$ cat config.mk
export PLATFORM = sky130hd
export DESIGN_NAME = led_pattern_scheduler_flat
export DESIGN_NICKNAME = d
export VERILOG_FILES = /design/src/rtl/led_pattern_scheduler_pkg.sv /design/src/rtl/led_pattern_scheduler_if.sv /design/src/rtl/led_tick_gen.sv /design/src/rtl/led_pattern_scheduler.sv /design/src/flat_wrapper.sv
export SDC_FILE = /design/constraint.sdc
export NUM_CORES = 1
export LEC_CHECK = 0
export ABC_AREA = 1
export BUFFER_PORTS_ARGS = -buffer_cell sky130_fd_sc_hd__clkbuf_2
export CAP_MARGIN = 20
export CORE_AREA = 3 3 88 69
export CTS_CLUSTER_SIZE = 25
export DETAILED_ROUTE_END_ITERATION = 10
export DIE_AREA = 0 0 91 72
export GPL_TIMING_DRIVEN = 0
export PLACE_DENSITY_LB_ADDON = 0.25
export SETUP_SLACK_MARGIN = 0.3
export SLEW_MARGIN = 25
export SYNTH_ARGS = -nofsm -noshare
export SYNTH_HDL_FRONTEND = slang
export SYNTH_SLANG_ARGS = --single-unit
$ cat constraint.sdc
create_clock -name CLK -period 3.4 [get_ports CLK]
set_clock_uncertainty 0.2 [all_clocks]
set_input_delay 0.68 -clock CLK [delete_from_list [all_inputs] [get_ports CLK]]
set_output_delay 0.68 -clock CLK [all_outputs]
set_load 0.02 [all_outputs]
$ cat src/rtl/led_pattern_scheduler_pkg.sv
// Shared definitions for the LED pattern scheduler: mode encodings, bank width
// and the per-mode LED/chase helpers.
package led_pattern_scheduler_pkg;

    localparam int unsigned LED_W = 4;

    typedef enum logic [1:0] {
        MODE_OFF   = 2'd0,
        MODE_FLASH = 2'd1,
        MODE_RUN   = 2'd2,
        MODE_MIX   = 2'd3
    } mode_t;

    function automatic mode_t next_mode(input mode_t m);
        case (m)
            MODE_FLASH: next_mode = MODE_RUN;
            MODE_RUN:   next_mode = MODE_MIX;
            default:    next_mode = MODE_FLASH;
        endcase
    endfunction

    // RUN rotates across all four LEDs; MIX rotates only the low three.
    function automatic logic [LED_W-1:0] chase_step(input mode_t m, input logic [LED_W-1:0] c);
        if (m == MODE_MIX)
            chase_step = {1'b0, c[LED_W-3:0], c[LED_W-2]};
        else
            chase_step = {c[LED_W-2:0], c[LED_W-1]};
    endfunction

    function automatic logic [LED_W-1:0] led_value(input mode_t m, input logic fb,
                                                  input logic [LED_W-1:0] c);
        case (m)
            MODE_FLASH: led_value = {LED_W{fb}};
            MODE_RUN:   led_value = c;
            MODE_MIX:   led_value = {fb, c[LED_W-2:0]};
            default:    led_value = '0;
        endcase
    endfunction

endpackage

$ cat src/rtl/led_pattern_scheduler_if.sv
// Control/status bundle between button conditioning and the LED scheduler.
interface led_pattern_scheduler_if;
    import led_pattern_scheduler_pkg::*;

    logic             Start;
    logic             Stop;
    logic             Next;
    logic             Hold;
    logic [LED_W-1:0] LED_Out;
    logic [1:0]       Mode;
    logic             Busy;

    modport master (output Start, Stop, Next, Hold, input LED_Out, Mode, Busy);
    modport slave  (input Start, Stop, Next, Hold, output LED_Out, Mode, Busy);

endinterface

$ cat src/rtl/led_tick_gen.sv
// Base-tick prescaler: counts 0..TICK_DIV-1, ticks on the terminal count,
// freezes while hold is high and restarts from zero on clear.
module led_tick_gen #(
    parameter int unsigned TICK_DIV = 2500000
) (
    input  logic clk,
    input  logic rst,
    input  logic clear,
    input  logic hold,
    output logic tick
);

    localparam int unsigned CW = (TICK_DIV > 1) ? $clog2(TICK_DIV) : 1;

    logic [CW-1:0] cnt_q;
    logic          last;

    assign last = (cnt_q == CW'(TICK_DIV - 1));
    assign tick = !hold && last;

    always_ff @(posedge clk) begin
        if (rst || clear)
            cnt_q <= '0;
        else if (!hold)
            cnt_q <= last ? '0 : cnt_q + 1'b1;
    end

endmodule

$ cat src/rtl/led_pattern_scheduler.sv
// Time-shares the 4-LED bank between FLASH, RUN and MIX patterns with fixed
// dwell, plus start/stop/skip/hold controls. All outputs registered.
module led_pattern_scheduler
    import led_pattern_scheduler_pkg::*;
#(
    parameter int unsigned TICK_DIV    = 2500000,
    parameter int unsigned FLASH_TICKS = 10,
    parameter int unsigned RUN_TICKS   = 4,
    parameter int unsigned DWELL_TICKS = 100
) (
    input  logic                    CLK,
    input  logic                    RST,
    led_pattern_scheduler_if.slave  bus
);

    localparam int unsigned FW = (FLASH_TICKS > 1) ? $clog2(FLASH_TICKS) : 1;
    localparam int unsigned RW = (RUN_TICKS   > 1) ? $clog2(RUN_TICKS)   : 1;
    localparam int unsigned DW = (DWELL_TICKS > 1) ? $clog2(DWELL_TICKS) : 1;

    mode_t            mode_q, mode_d;
    logic [FW-1:0]    flash_cnt_q, flash_cnt_d;
    logic [RW-1:0]    run_cnt_q, run_cnt_d;
    logic [DW-1:0]    dwell_cnt_q, dwell_cnt_d;
    logic             flash_bit_q, flash_bit_d;
    logic [LED_W-1:0] chase_q, chase_d;
    logic [LED_W-1:0] led_q, led_d;
    logic             busy_q, busy_d;
    logic             tick, clear, dwell_done;

    led_tick_gen #(.TICK_DIV(TICK_DIV)) u_tick_gen (
        .clk   (CLK),
        .rst   (RST),
        .clear (clear),
        .hold  (bus.Hold || (mode_q == MODE_OFF)),
        .tick  (tick)
    );

    always_ff @(posedge CLK) begin
        if (RST) begin
            mode_q      <= MODE_OFF;
            flash_cnt_q <= '0;
            run_cnt_q   <= '0;
            dwell_cnt_q <= '0;
            flash_bit_q <= 1'b0;
            chase_q     <= '0;
            led_q       <= '0;
            busy_q      <= 1'b0;
        end else begin
            mode_q      <= mode_d;
            flash_cnt_q <= flash_cnt_d;
            run_cnt_q   <= run_cnt_d;
            dwell_cnt_q <= dwell_cnt_d;
            flash_bit_q <= flash_bit_d;
            chase_q     <= chase_d;
            led_q       <= led_d;
            busy_q      <= busy_d;
        end
    end

    always_comb begin
        mode_d      = mode_q;
        flash_cnt_d = flash_cnt_q;
        run_cnt_d   = run_cnt_q;
        dwell_cnt_d = dwell_cnt_q;
        flash_bit_d = flash_bit_q;
        chase_d     = chase_q;
        clear       = 1'b0;
        dwell_done  = tick && (dwell_cnt_q == DW'(DWELL_TICKS - 1));

        if (bus.Stop) begin
            mode_d = MODE_OFF;
            clear  = 1'b1;
        end else if (bus.Start && (mode_q == MODE_OFF)) begin
            mode_d = MODE_FLASH;
            clear  = 1'b1;
        end else if ((mode_q != MODE_OFF) && (bus.Next || dwell_done)) begin
            mode_d = next_mode(mode_q);
            clear  = 1'b1;
        end else if (tick) begin
            if (flash_cnt_q == FW'(FLASH_TICKS - 1)) begin
                flash_cnt_d = '0;
                flash_bit_d = ~flash_bit_q;
            end else begin
                flash_cnt_d = flash_cnt_q + 1'b1;
            end
            if (run_cnt_q == RW'(RUN_TICKS - 1)) begin
                run_cnt_d = '0;
                chase_d   = chase_step(mode_q, chase_q);
            end else begin
                run_cnt_d = run_cnt_q + 1'b1;
            end
            dwell_cnt_d = dwell_cnt_q + 1'b1;
        end

        // Entering OFF restores the reset image; entering a pattern primes it.
        if (clear) begin
            flash_cnt_d = '0;
            run_cnt_d   = '0;
            dwell_cnt_d = '0;
            flash_bit_d = (mode_d != MODE_OFF);
            chase_d     = (mode_d != MODE_OFF) ? LED_W'(1) : '0;
        end

        led_d  = led_value(mode_d, flash_bit_d, chase_d);
        busy_d = (mode_d != MODE_OFF);
    end

    assign bus.LED_Out = led_q;
    assign bus.Mode    = mode_q;
    assign bus.Busy    = busy_q;

endmodule

$ cat src/flat_wrapper.sv
// flat-port wrapper written by rule: the top's interface ports become plain ports
module led_pattern_scheduler_flat import led_pattern_scheduler_pkg::*;
#(
    parameter int unsigned TICK_DIV    = 2500000,
    parameter int unsigned FLASH_TICKS = 10,
    parameter int unsigned RUN_TICKS   = 4,
    parameter int unsigned DWELL_TICKS = 100
)
  (CLK, RST, bus_Start, bus_Stop, bus_Next, bus_Hold, bus_LED_Out, bus_Mode, bus_Busy);
  led_pattern_scheduler_if bus_i ();
  input  logic CLK;
  input  logic RST;
  input wire logic [$bits(bus_i.Start)-1:0] bus_Start;
  input wire logic [$bits(bus_i.Stop)-1:0] bus_Stop;
  input wire logic [$bits(bus_i.Next)-1:0] bus_Next;
  input wire logic [$bits(bus_i.Hold)-1:0] bus_Hold;
  output wire logic [$bits(bus_i.LED_Out)-1:0] bus_LED_Out;
  output wire logic [$bits(bus_i.Mode)-1:0] bus_Mode;
  output wire logic [$bits(bus_i.Busy)-1:0] bus_Busy;
  assign bus_i.Start = bus_Start;
  assign bus_i.Stop = bus_Stop;
  assign bus_i.Next = bus_Next;
  assign bus_i.Hold = bus_Hold;
  assign bus_LED_Out = bus_i.LED_Out;
  assign bus_Mode = bus_i.Mode;
  assign bus_Busy = bus_i.Busy;
  led_pattern_scheduler #(.TICK_DIV(TICK_DIV), .FLASH_TICKS(FLASH_TICKS), .RUN_TICKS(RUN_TICKS), .DWELL_TICKS(DWELL_TICKS)) u_core (.CLK(CLK), .RST(RST), .bus(bus_i));
endmodule
==> results.md, run 1 <==
| Group | Item | This run |
|---|---|---|
| worst setup path | Crit path max-delay family | simple AND/OR/NAND/NOR gates |
| synth | Area of the mapped netlist | 2494 µm² |
| route | Post-DR vias/cell | 5.089 |
| sta | Slew margin rel. | 74.55% |
| worst setup path | Data arrival time of the worst path | 2.47 ns |
| worst setup path | Path length in cells of the critical path | 13 |
| sta | Setup-violating endpoint count in the final report | 0 |
| grt | Global-route wire length before repair | 9190 µm |
| route | Via count | 2183 |
| floorplan | Initial core utilization | 47.09% |
| floorplan | Number of primary I/O pins | 13 |
| grt | Global-route usage over all layers | 17.44% |
| worst setup path | Crit path buf inv count | 2 |
| pwr | Cell leakage power | 1.012 nW |
| floorplan | Core box area | 5295 µm² |
| route | Number of violations reported at the end of detailed-routing iteration 0 | 147 |
| pwr | Worst vdd rail ir drop | 0.0001643 V |
| cts | Clk sink count | 47 |
| synth | Mean area per synthesized cell | 7.466 µm² |
| route | Residual DRC count | 0 |
| sta | Pins Over Slew Limit | 0 |
| sta | Ratio of final minimum period to clock period | 72.98% |
| cells and area | Nets | 364 |
| floorplan | Horiz. Die Dim | 91 µm |
| worst setup path | Cell seen most often among critical-path stages | sky130_fd_sc_hd__nor2_4 |
| cells and area | Share of final-layout standard cells stronger than drive strength 1 | 18.36% |
| worst setup path | Worst-path cell with the longest stage delay | sky130_fd_sc_hd__dfxtp_1 |
| cts | Post-CTS setup buffer count | 0 |
| worst setup path | CP max FO | 6 |
| synth | Synthesis Warnings | 0 |
| cts | Resized cells post-CTS | 0 |
| pwr | Pwr per Cell Area | 374.3 nW/µm² |
| cts | Clock Latency Late Sink | 0.31 ns |
| cells and area | Total of fill cells in the finished design | 546 |
| cells and area | Core utilization of the finished layout | 52.20% |
| cts | H-tree levels | 2 |
| synth | Cell count after synthesis | 334 |
| hold path | Min-delay worst type | register to register |
| hold path | Number of stages on the worst hold path | 2 |
| run status | Status | complete, no violations |
| grt | Via count of the first global-routing pass | 1935 |
| synth | Synthesized flop and latch total | 47 |
| cts | Clock tree from TritonCTS | built |
| synth | Net count of the mapped netlist | 345 |
| cts | Worst-path clk slew | 0.10 ns |
| floorplan | Placement Rows | 23 |
| cts | Buffer depth of the longest clock path | 2 |
| placement | IO Port Bufs | 12 |
| floorplan | Area of the die | 6552 µm² |
| route | Final routed wire length divided by cell count | 12.51 µm |
| worst setup path | Kind of critical path | register to register |
| worst setup path | Start point of the critical path | u_core.bus.Mode[1] |
| hold path | Hold Path Origin | u_core.dwell_cnt_q[4] |
| worst setup path | Chain of cells forming the critical path | inv_1 > ha_1 > nor2_4 > nand2_2 > nor2_4 > nand3_2 > nor3_4 > nand2_2 > nor2_4 > inv_2 > nor2_1 > xor2_1 > nor2_1 |
| sta | Unrepaired setup endpoints after global routing | false |
| sta | Shortest clock period the worst path allows after layout | 2.481 ns |
| worst setup path | Highest cell delay on the worst timing path | 0.40 ns |
| cells and area | Ant. Diodes | 0 |
| sta | Final hold violation count | 0 |
| floorplan | Die Y | 72 µm |
| worst setup path | Worst path required time | 3.39 ns |
| cells and area | Area growth syn-to-layout | 10.84% |
| cts | Clock root buffer | sky130_fd_sc_hd__clkbuf_8 |
| worst setup path | Sort of element at the start of the critical path | register |
| synth | Number of distinct library cells after synthesis | 38 |
| grt | Remaining global-route overflow | 0 |
| grt | Largest net degree at the start of global routing | 17 |
| cts | CTS hold repair buffers | 0 |
| grt | Antenna violations before repair | 0 |
| worst setup path | Reg2reg start | u_core.bus.Mode[1] |
| route | Count of TritonRoute iterations in the first routing pass | 4 |
| sta | Accumulated negative setup slack | 0 ns |
| placement | Detailed placement HPWL | 4038 µm |
| route | Final Routed Wirelength | 5366 µm |
| sta | Transition time at the pin with the least slew margin | 0.3813 ns |
| placement | Final estimated routing congestion in global placement | 0.9073 |
| worst setup path | Number of cell instances on the worst register-to-register path | 13 |
| synth | Part of the Yosys area used for sequential elements | 37.73% |
| worst setup path | Kind of capture point of the worst setup path | register |
| run | Max-cap violation count | 0 |
| cts | CTS Buf Count | 5 |
| route | Final ANT Viol Nets | 0 |
| sta | Highest attainable clock frequency | 403.0 MHz |
-- Yosys cell counts (all sizes together) --
library cell  count  share of area (%)
nor3b             5                1.7
a2111oi           1               0.60
nand2            65                 11
inv              50                7.6
xor2              7                2.5
ha                5                2.5
mux2i             2               0.80
nand2b            2               0.50
a221oi            1               0.35
nand4            14                4.0
nand3            23                5.4
o211a             1               0.40
a21oi            15                3.0
a31oi             2               0.50
buf               3               0.60
nor4              4                1.0
o22ai             1               0.25
a211oi            3               0.90
nand3b            1               0.30
and3              1               0.25
nor2             48                9.9
nor3             19                4.7
o31ai             1               0.30
o21ai            10                2.0
or2               1               0.25
xnor2             2               0.70
dfxtp            47                 38
-- path summary, 6_finish.rpt --
kind                                  to  slack [ns]
min                u_core.dwell_cnt_q[4]        0.30
max          u_core.u_tick_gen.cnt_q[17]        0.92
max reg2reg  u_core.u_tick_gen.cnt_q[17]        0.92
min reg2reg        u_core.dwell_cnt_q[4]        0.30
-- layout by cell type, fill, tap and decap left out, types with 3 or more instances in the layout --
master	netlist	final
sky130_fd_sc_hd__nand2_1	51	51
sky130_fd_sc_hd__dfxtp_1	47	47
sky130_fd_sc_hd__inv_1	44	44
sky130_fd_sc_hd__nor2_1	37	37
sky130_fd_sc_hd__nand3_1	19	19
sky130_fd_sc_hd__nor3_1	16	16
sky130_fd_sc_hd__a21oi_1	15	15
sky130_fd_sc_hd__nand2_2	14	14
sky130_fd_sc_hd__nand4_1	12	12
sky130_fd_sc_hd__clkbuf_2	0	12
sky130_fd_sc_hd__nor2_4	8	8
sky130_fd_sc_hd__o21ai_0	7	7
sky130_fd_sc_hd__xor2_1	7	7
sky130_fd_sc_hd__inv_2	5	5
sky130_fd_sc_hd__ha_1	5	5
sky130_fd_sc_hd__clkbuf_8	0	5
sky130_fd_sc_hd__nand3_2	4	4
sky130_fd_sc_hd__nor4_1	4	4
sky130_fd_sc_hd__nor3b_1	4	4
sky130_fd_sc_hd__buf_2	3	3
sky130_fd_sc_hd__nor2_2	3	3
sky130_fd_sc_hd__o21ai_1	3	3
sky130_fd_sc_hd__a211oi_1	3	3
-- layer usage --
| layer | global-route usage (%) | part of all wire [%] | vias up |
|---|---|---|---|
| li1 | - | - | 1141 |
| met1 | 26.37 | 53 | 996 |
| met2 | 24.88 | 41 | 44 |
| met3 | 4.352 | 5.6 | 2 |
| met4 | 4.013 | 0.67 | 0 |
| met5 | 0 | 0 | - |
-- logic make-up (layout without fill, tap and decap cells) --
| group | after synthesis | count (layout) | synth area share [%] |
|---|---|---|---|
| XOR/XNOR | 9 | 9 | 3.161 |
| buffers and inverters | 53 | 73 | 8.229 |
| multiplexers | 2 | 2 | 0.8028 |
| flip-flops | 47 | 47 | 37.73 |
| AO/OA/AOI/OAI | 35 | 35 | 8.329 |
| adder cells (fa/ha/maj) | 5 | 5 | 2.509 |
| AND/OR/NAND/NOR | 183 | 183 | 39.24 |
-- worst reg2reg max path: stages (launching register included) --
cell	delay (ns)
sky130_fd_sc_hd__dfxtp_1	0.40
sky130_fd_sc_hd__inv_1	0.09
sky130_fd_sc_hd__ha_1	0.25
sky130_fd_sc_hd__nor2_4	0.21
sky130_fd_sc_hd__nand2_2	0.11
sky130_fd_sc_hd__nor2_4	0.13
sky130_fd_sc_hd__nand3_2	0.13
sky130_fd_sc_hd__nor3_4	0.19
sky130_fd_sc_hd__nand2_2	0.14
sky130_fd_sc_hd__nor2_4	0.13
sky130_fd_sc_hd__inv_2	0.05
sky130_fd_sc_hd__nor2_1	0.11
sky130_fd_sc_hd__xor2_1	0.18
sky130_fd_sc_hd__nor2_1	0.05
-- state kept, by name, summed over array words and instances (netlist names), 2 cells and up --
name / cells
u_core.run_cnt_q: 2
u_core.flash_cnt_q: 4
u_core.u_tick_gen.cnt_q: 22
u_core.chase_q: 4
u_core.bus.Mode: 2
u_core.dwell_cnt_q: 7
u_core.bus.LED_Out: 4
-- power breakdown --
group,leakage [nW],internal (mW),switching [mW],total (mW)
combinational,0.574,0.0142,0.0347,0.0489
clock,0.0587,0.223,0.206,0.429
sequential,0.379,0.554,0.00206,0.556
total,1.01,0.792,0.243,1.03
-- area by class of cell --
class                      count  area (µm²)  share of cell area [%]
clock inverter                 3       47.55                   1.720
multi-input combinational    234        1348                   48.76
clock buffer                   5       68.82                   2.490
buffer                         3       15.01                  0.5432
sequential                    47       940.9                   34.04
tap                           75       93.84                   3.395
timing repair buffer          12       60.06                   2.173
inverter                      50       190.2                   6.881
-- per-stage QoR --
| stage | hold WS, ns | instance area (µm²) | std cells | setup WS (ns) | power, mW |
|---|---|---|---|---|---|
| after global placement | 0.2760 | 2648 | 421 | 0.9224 | 0.6173 |
| after global routing | 0.3324 | 2764 | 429 | 0.6959 | 1.080 |
| final | 0.3006 | 2764 | 429 | 0.9185 | 1.034 |
| after detailed placement | 0.2881 | 2648 | 421 | 0.9009 | 0.6180 |
| after floorplan | 0.2580 | 2494 | 334 | 1.091 | 0.6024 |
| after CTS | 0.3011 | 2764 | 429 | 0.9263 | 1.047 |
(Power assumes the default switching activity.)
==> run 2: changes to the inputs <==
clock period = 2.2 ns   (was 3.4 ns; I/O delays follow)
==> results.md, run 2 (synthesis gave the netlist of run 1 again) <==
| Group | Item | This run |
|---|---|---|
| run status | Status | complete, no violations |
| pwr | Worst vdd rail ir drop | 0.0003276 V |
| cells and area | Area growth syn-to-layout | 54.59% |
| pwr | Cell leakage power | 1.504 nW |
| worst setup path | Kind of capture point of the worst setup path | register |
| cts | Worst-path clk slew | 0.09 ns |
| cells and area | Commonest cells after routing, fill and taps aside | 37 x sky130_fd_sc_hd__nand2_1, 37 x sky130_fd_sc_hd__buf_4, 33 x sky130_fd_sc_hd__dfxtp_1 |
| placement | Detailed placement HPWL | 4072 µm |
| grt | Global-route wire length before repair | 10950 µm |
| placement | IO Port Bufs | 12 |
| sta | Final hold violation count | 0 |
| floorplan | Placement Rows | 23 |
| sta | Setup-violating endpoint count in the final report | 0 |
| cts | CTS Buf Count | 5 |
| cells and area | Final Non-Filler Cells | 485 |
| grt | Global-route usage over all layers | 20.67% |
| sta | Ratio of final minimum period to clock period | 98.34% |
| floorplan | Initial core utilization | 47.09% |
| sta | Final hold slack | 0.1772 ns |
| cells and area | Number of flip-flops in the largest register | 22 |
| sta | Highest attainable clock frequency | 462.2 MHz |
| route | Residual DRC count | 0 |
| cts | Buffer depth of the longest clock path | 2 |
| route | Via count | 2636 |
| worst setup path | Data arrival time of the worst path | 2.16 ns |
| cells and area | Ant. Diodes | 0 |
| route | Final Routed Wirelength | 7810 µm |
| cells and area | Core utilization of the finished layout | 72.80% |
| grt | Remaining global-route overflow | 0 |
| worst setup path | Sort of element at the start of the critical path | register |
| sta | Transition time at the pin with the least slew margin | 0.4040 ns |
| worst setup path | Worst path required time | 2.20 ns |
| grt | Antenna violations before repair | 0 |
| placement | Worst slack after detailed placement | -0.09462 ns |
| cts | H-tree levels | 2 |
| cells and area | Largest register by flop count | u_core.u_tick_gen.cnt_q |
| cts | Clock Latency Late Sink | 0.30 ns |
| placement | Final estimated routing congestion in global placement | 0.8387 |
| floorplan | Horiz. Die Dim | 91 µm |
| hold path | Min-delay worst type | input port to register |
| route | Post-DR vias/cell | 5.435 |
| run | Max-cap violation count | 0 |
| cts | Clock root buffer | sky130_fd_sc_hd__clkbuf_8 |
| grt | Largest net degree at the start of global routing | 15 |
| cts | Clock tree from TritonCTS | built |
| cells and area | Share of final-layout standard cells stronger than drive strength 1 | 53.41% |
| cells and area | Registers with the most flip-flops | u_core.u_tick_gen.cnt_q (22), u_core.dwell_cnt_q (7) |
| cts | Clk sink count | 47 |
| worst setup path | CP max FO | 3 |
| pwr | Pwr per Cell Area | 408.9 nW/µm² |
| floorplan | Area of the die | 6552 µm² |
| floorplan | Die Y | 72 µm |
| route | Final routed wire length divided by cell count | 16.10 µm |
| sta | Shortest clock period the worst path allows after layout | 2.163 ns |
| route | Count of TritonRoute iterations in the first routing pass | 5 |
| floorplan | Number of primary I/O pins | 13 |
| cells and area | Nets | 420 |
| sta | Pins Over Slew Limit | 0 |
| route | Final ANT Viol Nets | 0 |
| pwr | Total power | 1.576 mW |
| sta | Unrepaired setup endpoints after global routing | true |
| sta | Slew margin rel. | 72.82% |
| grt | Via count of the first global-routing pass | 2320 |
| placement | Number of instances in the placed design | 421 |
| sta | Setup ws final | 0.03651 ns |
| floorplan | Core box area | 5295 µm² |
| worst setup path | Kind of critical path | register to register |
| route | Number of violations reported at the end of detailed-routing iteration 0 | 173 |
-- run 2: metal layers --
metal	up-vias	global-route usage (%)	part of all wire (%)	routed length, µm
met3	14	5.181	5.8	454
met2	101	31.89	47	3687
met1	1270	28.96	45	3548
met5	-	0	0	0
met4	0	5.686	1.5	119
li1	1251	-	-	-
-- run 2: what timing repair did --
item,in CTS,in global routing
resized for setup,55,108
hold buffers,0,0
buffers inserted,37,17
cloned,2,0
pin swaps,29,33
setup endpoints to repair,46,47
-- run 2: power by group --
part           switching [mW]  total [mW]  internal, mW
logic                  0.0999       0.171        0.0707
registers             0.00359       0.857         0.853
clock network           0.294       0.549         0.254
total                   0.398        1.58          1.18
-- run 2: final timing paths --
| path | slack [ns] | startpoint | end | cells past startpoint |
|---|---|---|---|---|
| setup reg to reg | 0.04 | u_core.bus.Mode[0] | u_core.u_tick_gen.cnt_q[17] | 13 |
| hold reg to reg | 0.30 | u_core.dwell_cnt_q[4] | u_core.dwell_cnt_q[4] | 2 |
| setup / recovery | 0.04 | u_core.bus.Mode[0] | u_core.u_tick_gen.cnt_q[17] | 13 |
| hold / removal | 0.18 | RST | u_core.flash_bit_q | 2 |
-- run 2: per-stage QoR --
step | cell area [µm²] | TNS (ns)
floorplan | 2576 | 0
global placement | 2730 | -0.1391
detailed placement | 2730 | -0.3070
CTS | 3354 | 0
global route | 3855 | -0.4063
finish | 3855 | 0
-- run 2: area by class of cell --
| type | instances | area, µm² |
|---|---|---|
| tap | 75 | 93.84 |
| buffer | 3 | 37.54 |
| fill | 347 | 1440 |
| sequential | 47 | 965.9 |
| clock buffer | 7 | 86.33 |
| inverter | 50 | 225.2 |
| timing repair buffer | 68 | 588.1 |
| multi-input combinational | 234 | 1853 |
| clock inverter | 1 | 5.005 |
-- run 2: critical path, stage by stage (launching register included) --
cell                      delay, ns
sky130_fd_sc_hd__dfxtp_4       0.38
sky130_fd_sc_hd__inv_4         0.04
sky130_fd_sc_hd__ha_4          0.16
sky130_fd_sc_hd__nor2_4        0.18
sky130_fd_sc_hd__nand2_2       0.11
sky130_fd_sc_hd__nor2_4        0.13
sky130_fd_sc_hd__nand3_4       0.09
sky130_fd_sc_hd__nor3_4        0.16
sky130_fd_sc_hd__nand2_2       0.13
sky130_fd_sc_hd__nor2_4        0.11
sky130_fd_sc_hd__inv_2         0.06
sky130_fd_sc_hd__nor2_2        0.09
sky130_fd_sc_hd__xor2_1        0.17
sky130_fd_sc_hd__nor2_1        0.06
==> run 3: changes to the inputs <==
--- a/constraint.sdc
+++ b/constraint.sdc
@@ -4,2 +4,2 @@
 set_output_delay 0.44 -clock CLK [all_outputs]
-set_load 0.02 [all_outputs]
+set_load 0.005 [all_outputs]
==> results.md, run 3 (synthesis gave the netlist of run 1 again) <==
| Group | Item | This run |
|---|---|---|
| pwr | Share of total power in the clock network | 37.0% |
| cells and area | Ant. Diodes | 0 |
| pwr | Pwr per Cell Area | 436.2 nW/µm² |
| placement | Detailed placement HPWL | 4071 µm |
| sta | Setup-violating endpoint count in the final report | 5 |
| route | Final ANT Viol Nets | 0 |
| sta | Pins Over Slew Limit | 0 |
| route | Residual DRC count | 0 |
| cells and area | Largest register by flop count | u_core.u_tick_gen.cnt_q |
| worst setup path | Cell seen most often among critical-path stages | sky130_fd_sc_hd__nor2_4 |
| grt | Largest net degree at the start of global routing | 16 |
| pwr | Worst vdd rail ir drop | 0.0002763 V |
| cells and area | Area growth syn-to-layout | 48.07% |
| cts | Clk sink count | 47 |
| cts | Buffer depth of the longest clock path | 2 |
| grt | Antenna violations before repair | 0 |
| floorplan | Die Y | 72 µm |
| pwr | Net switching fraction of the power | 26.78% |
| route | Number of violations reported at the end of detailed-routing iteration 0 | 233 |
| floorplan | Initial core utilization | 47.09% |
| pwr | Cell leakage power | 1.414 nW |
| worst setup path | Crit path buf inv count | 2 |
| cts | Clock tree from TritonCTS | built |
| sta | Unrepaired setup endpoints after global routing | true |
| cells and area | Multi-input gate area | 1834 µm² |
| sta | Slew margin rel. | 73.48% |
| floorplan | Placement Rows | 23 |
| floorplan | Number of primary I/O pins | 13 |
| cts | H-tree levels | 2 |
| sta | Final hold violation count | 0 |
| run | Max-cap violation count | 0 |
| worst setup path | Data arrival time of the worst path | 2.23 ns |
| cells and area | Total of fill cells in the finished design | 378 |
| worst setup path | Crit path max-delay family | simple AND/OR/NAND/NOR gates |
| cells and area | Reg area | 957.2 µm² |
| cells and area | Final design area excluding fillers | 3692 µm² |
| pwr | Power dissipated by switching net loads | 0.4313 mW |
| route | Count of TritonRoute iterations in the first routing pass | 7 |
| cts | Clock root buffer | sky130_fd_sc_hd__clkbuf_8 |
| floorplan | Horiz. Die Dim | 91 µm |
| sta | Transition time at the pin with the least slew margin | 0.3941 ns |
| grt | Global-route usage over all layers | 20.62% |
| worst setup path | Kind of capture point of the worst setup path | register |
| run status | Violated checks | negative setup slack |
| sta | Highest attainable clock frequency | 449.6 MHz |
| grt | Global-route wire length before repair | 10900 µm |
| route | Final routed wire length divided by cell count | 16.96 µm |
| worst setup path | Chain of cells forming the critical path | inv_2 > ha_4 > nor2_4 > nand2_4 > nor2_4 > nand3_4 > nor3_4 > nand2_4 > nor2_4 > inv_2 > nor3_4 > nand2_1 > nand2_1 > nor2_1 |
| worst setup path | Worst path required time | 2.21 ns |
| worst setup path | Kind of critical path | register to register |
| worst setup path | Sort of element at the start of the critical path | register |
| cells and area | Nets | 408 |
| pwr | Sequential share of power | 53.4% |
| placement | Final estimated routing congestion in global placement | 0.8606 |
| cells and area | Registers with the most flip-flops | u_core.u_tick_gen.cnt_q (22), u_core.dwell_cnt_q (7) |
| pwr | Combinational cell fraction of total power | 9.6% |
| cells and area | Number of flip-flops in the largest register | 22 |
| sta | Shortest clock period the worst path allows after layout | 2.224 ns |
| grt | Via count of the first global-routing pass | 2250 |
| cells and area | Core utilization of the finished layout | 69.73% |
| sta | Ratio of final minimum period to clock period | 101.1% |
| route | Via count | 2617 |
| route | Final Routed Wirelength | 8023 µm |
| cells and area | Share of final-layout standard cells stronger than drive strength 1 | 50.50% |
| worst setup path | Worst-path cell with the longest stage delay | sky130_fd_sc_hd__dfxtp_2 |
| run status | Status | finished, violations left |
| cells and area | Commonest cells after routing, fill and taps aside | 36 x sky130_fd_sc_hd__nand2_1, 36 x sky130_fd_sc_hd__dfxtp_1, 35 x sky130_fd_sc_hd__inv_1 |
| grt | Remaining global-route overflow | 0 |
| sta | Setup ws final | -0.02397 ns |
| floorplan | Area of the die | 6552 µm² |
| worst setup path | Highest cell delay on the worst timing path | 0.37 ns |
| floorplan | Core box area | 5295 µm² |
| cts | CTS hold repair buffers | 0 |
| hold path | Min-delay worst type | input port to register |
| pwr | Cell-internal power | 1.179 mW |
| cts | Clock Latency Late Sink | 0.32 ns |
| placement | Worst slack after detailed placement | -0.1151 ns |
| cts | CTS Buf Count | 5 |
| placement | Cell area after placement | 2680 µm² |
| worst setup path | CP max FO | 4 |
| pwr | Total power | 1.611 mW |
| sta | Final hold slack | 0.1706 ns |
| route | Post-DR vias/cell | 5.533 |
| placement | IO Port Bufs | 12 |
| cts | Worst-path clk slew | 0.10 ns |
[run 3: cell count changes in the layout (fill, tap and decap cells not counted), moves of 3 or more]
cell and change:
sky130_fd_sc_hd__buf_4 -3, sky130_fd_sc_hd__buf_6 -9, sky130_fd_sc_hd__dfxtp_1 +3, sky130_fd_sc_hd__inv_1 +6, sky130_fd_sc_hd__inv_4 -3, sky130_fd_sc_hd__nand2_2 +5
sky130_fd_sc_hd__nand2_4 -3, sky130_fd_sc_hd__nor2_1 -3
[run 3: path summary, 6_finish.rpt]
check                      from                     endpoint  slack (ns)  depth (start not counted)
max          u_core.bus.Mode[1]  u_core.u_tick_gen.cnt_q[21]       -0.02                         14
min                         RST              u_core.bus.Busy        0.17                          2
max reg2reg  u_core.bus.Mode[1]  u_core.u_tick_gen.cnt_q[21]       -0.02                         14
min reg2reg   u_core.chase_q[2]            u_core.chase_q[2]        0.31                          2
[run 3: metal layers]
layer / share of wire [%] / vias to the layer above / track usage, % / routed length, µm
li1: - / 1236 / - / -
met1: 43 / 1239 / 29.13 / 3459
met2: 47 / 110 / 31.81 / 3735
met3: 5.4 / 32 / 4.041 / 430
met4: 5.0 / 0 / 6.856 / 398
met5: 0 / - / 0 / 0
[run 3: timing repair]
action,in CTS,in global routing
resized for setup,70,74
setup endpoints to repair,47,47
setup buffers,30,12
pin swaps,34,37
hold endpoints to repair,0,0
cloned,1,1
[run 3: stage by stage]
step / TNS (ns) / instances
finish: -0.07303 / 473
CTS: 0 / 460
global route: -1.064 / 473
floorplan: 0 / 334
detailed placement: -0.6932 / 421
global placement: -0.6225 / 421
[run 3: area by class of cell]
| class | instances | area share, % |
|---|---|---|
| clock buffer | 6 | 2.237 |
| timing repair buffer | 56 | 12.50 |
| multi-input combinational | 234 | 49.68 |
| clock inverter | 2 | 0.4405 |
| buffer | 3 | 1.152 |
| inverter | 50 | 5.524 |
| tap | 75 | 2.542 |
| sequential | 47 | 25.92 |
[run 3: power groups by stage]
| stage | clock, mW | sequential, mW | combinational [mW] |
|---|---|---|---|
| after detailed placement | 0 | 0.880 | 0.0747 |
| after global routing | 0.633 | 0.861 | 0.164 |
| after global placement | 0 | 0.880 | 0.0737 |
| after CTS | 0.600 | 0.859 | 0.121 |
| final | 0.595 | 0.860 | 0.155 |
| after floorplan | 0 | 0.880 | 0.0504 |
